[src/rtl/data_mem_responder_pkg.sv]
// ============================================================
// data_mem_responder_pkg : shared sizes, FSM states, err bits
// Revision : 1.0
// ============================================================
`default_nettype none

package data_mem_responder_pkg;

    localparam int DEPTH  = 128;
    localparam int ADDR_W = 7;
    localparam int DATA_W = 32;

    localparam int ERR_CONFLICT = 0;
    localparam int ERR_EARLY    = 1;

    typedef enum logic [0:0] {
        ST_CLEAR = 1'b0,
        ST_READY = 1'b1
    } state_t;

endpackage

`default_nettype wire

[src/rtl/data_mem_responder_dmem_array.sv]
// ============================================================
// dmem_array : storage array, one write port, async read port
// Revision : 1.0
// ============================================================
`default_nettype none

module dmem_array
    import data_mem_responder_pkg::*;
(
    input  logic              clk,
    input  logic              we,
    input  logic [ADDR_W-1:0] waddr,
    input  logic [DATA_W-1:0] wdata,
    input  logic [ADDR_W-1:0] raddr,
    output logic [DATA_W-1:0] rdata
);

    logic [DATA_W-1:0] mem [DEPTH];

    // No reset on the array itself: contents survive reset unless the FSM clears them.
    always_ff @(posedge clk) begin
        if (we) begin
            mem[waddr] <= wdata;
        end
    end

    assign rdata = mem[raddr];

endmodule

`default_nettype wire

[src/rtl/data_mem_responder.sv]
// ============================================================
// data_mem_responder : 128x32 zero-latency data memory with
//                      clear FSM, sticky errors, access counters
// Revision : 1.0
// ============================================================
`default_nettype none

module data_mem_responder
    import data_mem_responder_pkg::*;
#(
    parameter int CLEAR_ON_RESET = 1,
    parameter int CNT_W          = 16
) (
    input  logic              clk,
    input  logic              rst,
    input  logic              CEN,
    input  logic              WEN,
    input  logic              OEN,
    input  logic [ADDR_W-1:0] A,
    input  logic [DATA_W-1:0] Data2Mem,
    output logic [DATA_W-1:0] ReadDataMem,
    output logic              init_done,
    output logic [1:0]        err,
    output logic [CNT_W-1:0]  rd_count,
    output logic [CNT_W-1:0]  wr_count
);

    localparam bit DO_CLEAR = (CLEAR_ON_RESET != 0);

    state_t            state;
    logic [ADDR_W-1:0] clr_ptr;

    logic              ready;
    logic              access_en;
    logic              wr_acc;
    logic              rd_acc;
    logic              early_acc;
    logic              conflict;
    logic              mem_we;
    logic [ADDR_W-1:0] mem_waddr;
    logic [DATA_W-1:0] mem_wdata;
    logic [DATA_W-1:0] mem_rdata;

    assign ready     = (state == ST_READY);
    assign access_en = !rst && !CEN;
    assign wr_acc    = access_en && ready && !WEN;
    assign rd_acc    = access_en && ready && WEN && !OEN;
    assign early_acc = access_en && !ready && (!WEN || !OEN);
    assign conflict  = wr_acc && !OEN;

    // The clear sequence owns the write port until READY; user writes only afterwards.
    assign mem_we    = wr_acc || (!rst && !ready);
    assign mem_waddr = ready ? A : clr_ptr;
    assign mem_wdata = ready ? Data2Mem : '0;

    assign ReadDataMem = rd_acc ? mem_rdata : '0;
    assign init_done   = ready && !(DO_CLEAR && rst);

    dmem_array u_array (
        .clk   (clk),
        .we    (mem_we),
        .waddr (mem_waddr),
        .wdata (mem_wdata),
        .raddr (A),
        .rdata (mem_rdata)
    );

    always_ff @(posedge clk) begin
        if (rst) begin
            state    <= DO_CLEAR ? ST_CLEAR : ST_READY;
            clr_ptr  <= '0;
            err      <= '0;
            rd_count <= '0;
            wr_count <= '0;
        end else begin
            case (state)
                ST_CLEAR: begin
                    clr_ptr <= clr_ptr + ADDR_W'(1);
                    if (clr_ptr == ADDR_W'(DEPTH - 1)) begin
                        state <= ST_READY;
                    end
                end
                default: state <= ST_READY;
            endcase

            if (conflict) begin
                err[ERR_CONFLICT] <= 1'b1;
            end
            if (early_acc) begin
                err[ERR_EARLY] <= 1'b1;
            end

            if (wr_acc && (wr_count != '1)) begin
                wr_count <= wr_count + CNT_W'(1);
            end
            if (rd_acc && (rd_count != '1)) begin
                rd_count <= rd_count + CNT_W'(1);
            end
        end
    end

endmodule

`default_nettype wire

[config.mk]
export PLATFORM = sky130hd
export DESIGN_NAME = data_mem_responder
export DESIGN_NICKNAME = d
export VERILOG_FILES = /design/src/rtl/data_mem_responder_pkg.sv /design/src/rtl/data_mem_responder_dmem_array.sv /design/src/rtl/data_mem_responder.sv
export SDC_FILE = /design/constraint.sdc
export NUM_CORES = 2
export LEC_CHECK = 0
export BUFFER_PORTS_ARGS = -buffer_cell sky130_fd_sc_hd__buf_4
export CELL_PAD_IN_SITES_DETAIL_PLACEMENT = 1
export CELL_PAD_IN_SITES_GLOBAL_PLACEMENT = 2
export CORE_UTILIZATION = 54
export DETAILED_ROUTE_END_ITERATION = 6
export PLACE_DENSITY_LB_ADDON = 0.1
export SETUP_SLACK_MARGIN = 0.02
export SYNTH_ARGS = -nofsm -noshare
export SYNTH_HDL_FRONTEND = slang
export SYNTH_SLANG_ARGS = --single-unit
[constraint.sdc]
create_clock -name clk -period 9.27 [get_ports clk]
set_clock_uncertainty 0.15 [all_clocks]
set_input_delay 2.781 -clock clk [delete_from_list [all_inputs] [get_ports clk]]
set_output_delay 2.781 -clock clk [all_outputs]
set_load 0.02 [all_outputs]
Word level (Yosys, flattened, before mapping). Memory sizes are Yosys's and may differ from the RTL's. Index checks and enable logic that the tools add are counted. Widths: inputs -> output; s select.

Register bits after elaboration: 42. RAM bits: 4096. Memories kept: 1. Input port bits: 44.

Memories: u_array.mem (words 128, width 32, rd ports 1, clocked after memory_dff 0, wr ports 1, RTL line data_mem_responder_dmem_array.sv:18) `logic [DATA_W-1:0] mem [DEPTH];`.

Reductions and logical operators: 19. $add $sub $neg: 3. Mux-type cells: 7. Eq/ne operators: 3.

Operators with widths (number): $mux 32 (2); $add 16x1->16 const B (2); $ne 16x16->1 const B (2); $logic_and 1x1->1 (12); $add 7x1->7 const B (1); $eq 7x7->1 const B (1); $mux 7 (1); $logic_not 1->1 (5); $mux 1 (4); $logic_or 1x1->1 (2).

Longest topological paths before layout.
Depth after elaboration: 7. Gate-level depth with buffers: 10. Gate-level depth less buffers: 7.

Hierarchy. From an unflattened synthesis, not the netlist that was laid out.

Cells, all modules: 6260. Area, all modules: 158144.2 µm².

Modules (own cells, without submodules): dmem_array (cells an instance 5958, area each 155635.5 µm², instances 1); data_mem_responder (cells an instance 302, area each 2508.7 µm², instances 1).

Worst setup path before layout. OpenSTA, ideal clock, no wires.

Kind: input to output. Start: in A[2]. End: out ReadDataMem[30]. Required time: 6339 ps. Stages on the path: 8. Path buffers: 3. Data arrival time: 4487 ps. Slack: 1852 ps. Path through: buf_2 > or4b_1 > clkbuf_1 > buf_2 > a21oi_1 > nand3_1 > and4_1 > a31oi_1.

Word-level cells in the longest chain between the ends: 2.

RTL lines: from (decl) (RTL line data_mem_responder.sv:19) `input logic [ADDR_W-1:0] A,`; $mem_v2 128x32; $mux 32 (RTL line data_mem_responder.sv:56) `assign ReadDataMem = rd_acc ? mem_rdata : '0;`; to (decl) (RTL line data_mem_responder.sv:21) `output logic [DATA_W-1:0] ReadDataMem,`.

Every way passes these cells.

Worst setup path after layout.
Start: in A[1]. End: out ReadDataMem[24].

The elaborated chain is that of the path after synthesis.

==> summary.md <==
| Metric | Value |
|---|---|
| Outcome | finished with violations |
| Failing checks | setup timing |
| Arr. time, crit path | about 6400 ps |
| Final hold violation count | 0 |
| R2R Path Start | ready |
| Antenna violation net count after detailed routing | 0 |
| Reg clk slew, reported paths | 60 ps |
| Lkg Pwr | 62.9 nW |
| Die area | 0.297 mm2 |
| Worst-margin pin slew | roughly 1300 ps |
| Synthesized area | 0.159 mm2 |
| Mean post-synth cell area | 19.8 um2 |
| IO buf count | between 100 and 150 |
| CP max stage delay | roughly 920 ps |
| R2r setup slk | around 4500 ps |
| Ys flop type | edfxtp_1 |
| HP Class | flip-flop to flip-flop |
| Pre-CTS WS | -730 ps |
| Hold path cells | 2 |
| Drt via density | roughly 6.7 |
| Number of DRC markers in iteration 0 | roughly 10000 |
| CP most frequent cell | buf_4 |
| Post-synth EDFFs | 4096 |
| Fmax | between 100 and 150 MHz |
| CP max stage cell | nor3_2 |
| Fraction of layout cells with a size suffix above 1 | a little over a fifth |
| VDD IR max | ~0.18 mV |
| Fin crit period | just over 9000 ps |
| Relative slew slack | approximately a tenth |
| Pwr/cell area | 211 mW/mm2 |
| Post-CTS setup buffers | 0 |
| DR pass1 iterations | 5 |
| Seq cells post-synth | between 4000 and 5000 |
| Fillers | between 20000 and 25000 |
| Register area share after synthesis | between 70% and 80% |
| MaxCap Viol Count | 0 |
| CTS buffer count | between 400 and 500 |
| RSZ-0062 raised after global routing | false |
| Crit end category | output port |
| R2R depth | 6 |
| Initial antenna violation count | 39 |
| Worst setup path start | A[1] |
| Total Routed Length | 485000 um |
| Die Span Y | about 540 um |
| Core Rows | roughly 200 |
| Die width | around 540 um |
| Global route total overflow | 0 |
| Vias in the first global route | 86900 |
| DR DRC count | 0 |
| Crit share post-route | 101% |
| Area Growth Syn to Fin | 14.4% |
| R2r endpoint | u_array.mem[98][19] |
| WP data required | between 6000 and 7000 ps |
| DR vias | about 85000 |
| Wire length per cell | about 38 um |
| Critical path cell sequence | buf_16 -> buf_12 -> mux4_2 -> a22oi_1 -> nand4_1 -> nor3_2 -> buf_4 -> a31oi_1 -> buf_4 |
| Global-route wire length before repair | ~670000 um |
| Layout Nets | ~8600 |
| WHS | 344 ps |
| Hold path start | err[1] |
| Crit Path Category | primary input to output port |
| Final slew viol count | 0 |
| Total GRT Usage | between 30% and 40% |
| CTS Buffer Depth | 4 |
| Final setup viols | 3 |
| Mapped Cells | a little over 8000 |
| Clock tree root buffer cell | clkbuf_16 |
| Initial Util | between 50% and 60% |
| Worst Hold End | err[1] |
| Setup WS post-layout | -55.6 ps |
| Routability cong. | ~0.83 |
| H-tree depth | 5 |
| Cell variety after synth | 47 |
| Syn Nets | between 8000 and 9000 |
| Largest net degree at the start of global routing | 81 |
| Fraction of registers with async set/reset | 0% |
| I/O pin count | 111 |
| Core footprint | ~0.29 mm2 |
| Crit path launch type | primary input |
| Clk Latency, worst-skew pair | 960 ps |
| Crit Path Max Fanout | 36 |
| CTS Sinks | 4138 |
| Synth warn | 0 |
| Final HPWL DP | 280000 um |
| TritonCTS clock tree | done |
synthesized netlist by cell type (7+ instances only):
cell	instances	area, um2
a21oi_1	105	526
a22o_1	66	578
a22oi_1	477	3580
a311oi_1	31	272
a31oi_1	34	213
and2_1	44	275
and3_1	7	43.8
and4_1	37	324
buf_1	41	154
buf_2	203	1020
buf_4	20	150
clkbuf_1	214	803
dfxtp_1	42	841
edfxtp_1	4096	123000
inv_1	11	41.3
mux2i_1	1028	10300
mux4_2	512	11500
nand2_1	172	646
nand3_1	443	2220
nand4_1	100	626
nor2_1	178	668
nor2b_1	10	62.6
nor3_1	65	325
o21ai_0	37	185
xnor2_1	11	96.3
xor2_1	21	184
area by class of cell:
type / instances / area [um2] / area share [%]
sequential: 4138 / 124000 / 68.1
multi-input combinational: 3415 / 34300 / 18.9
clock buffer: 512 / 10900 / 5.99
timing repair buffer: 583 / 5420 / 2.98
tap: 3900 / 4880 / 2.68
clock inverter: 247 / 2410 / 1.33
antenna: 17 / 42.5 / 0.0234
inverter: 11 / 41.3 / 0.0227
per-layer routing:
| layer | GRT usage, % | vias up | wire length (um) |
|---|---|---|---|
| met3 | 5.49 | 745 | 42700 |
| met2 | 52.5 | 4488 | 234000 |
| met4 | 11.8 | 12 | 19300 |
| li1 | - | 34200 | - |
| met5 | 0 | - | 73 |
| met1 | 44.9 | 45900 | 189000 |
metrics by stage:
step                std cells  utilization, %  TNS [ps]  area [um2]  total power [W]
CTS                     12800            62.3     -39.2      182000           0.0385
floorplan                8048               -         0      159000           0.0215
finish                  12800            62.3      -126      182000           0.0384
detailed placement      12000            57.7     -7090      168000           0.0221
global placement        12000            57.6     -9200      168000           0.0221
global route            12800            62.3         0      182000           0.0392
logic make-up after synthesis:
group	Yosys count	synth area share [%]
xor gates and xnor gates	32	0.176
adders and majority gates	3	0.0236
and+or+nand+nor	1072	3.34
muxes	1541	13.7
buffers and inverters	495	1.40
AOI/OAI and AO/OA	767	3.47
DFF	4138	77.9
power by group:
| part | switching [W] | internal [W] |
|---|---|---|
| Combinational | 0.000897 | 0.000562 |
| Clock | 0.00713 | 0.00948 |
| Sequential | 0.00000916 | 0.0203 |
critical path, delay by kind of cell:
kind	cells	cell delay, ps
muxes	1	350
buffers and inverters	4	1110
AOI/OAI and AO/OA	2	720
and+or+nand+nor	2	1310
timing repair:
action / CTS / global route
cloned: 1 / 2
hold buffers: 0 / 0
setup endpoints to repair: 19 / 8
pin swaps: 6 / 5
resized for setup: 28 / 3
how the worst max path moves through the flow:
stage                            endpoint  slack [ps]  cells after the start
after detailed placement   ReadDataMem[7]        -730                     11
after global placement     ReadDataMem[6]       -1000                     11
final                     ReadDataMem[24]         -60                      9
after global routing      ReadDataMem[12]          40                     11
after CTS                  ReadDataMem[7]         -40                     11
after floorplan           ReadDataMem[30]        1850                      8
cells in the final DEF (no fill, tap or decap), types with 100 or more instances in the layout:
cell / n
a21oi_1: 105
nand4_1: 100
clkbuf_16: 424
mux2i_1: 1028
nand3_1: 433
mux4_2: 512
a22oi_1: 475
edfxtp_1: 4096
buf_4: 502
nand2_1: 172
nor2_4: 131
state kept, by name (all words and copies together), names as in the netlist:
signal       count
ready            1
err              2
wr_count        16
u_array.mem   4096
rd_count        16
clr_ptr          7
Note: power is estimated with default switching activity, not from simulation.
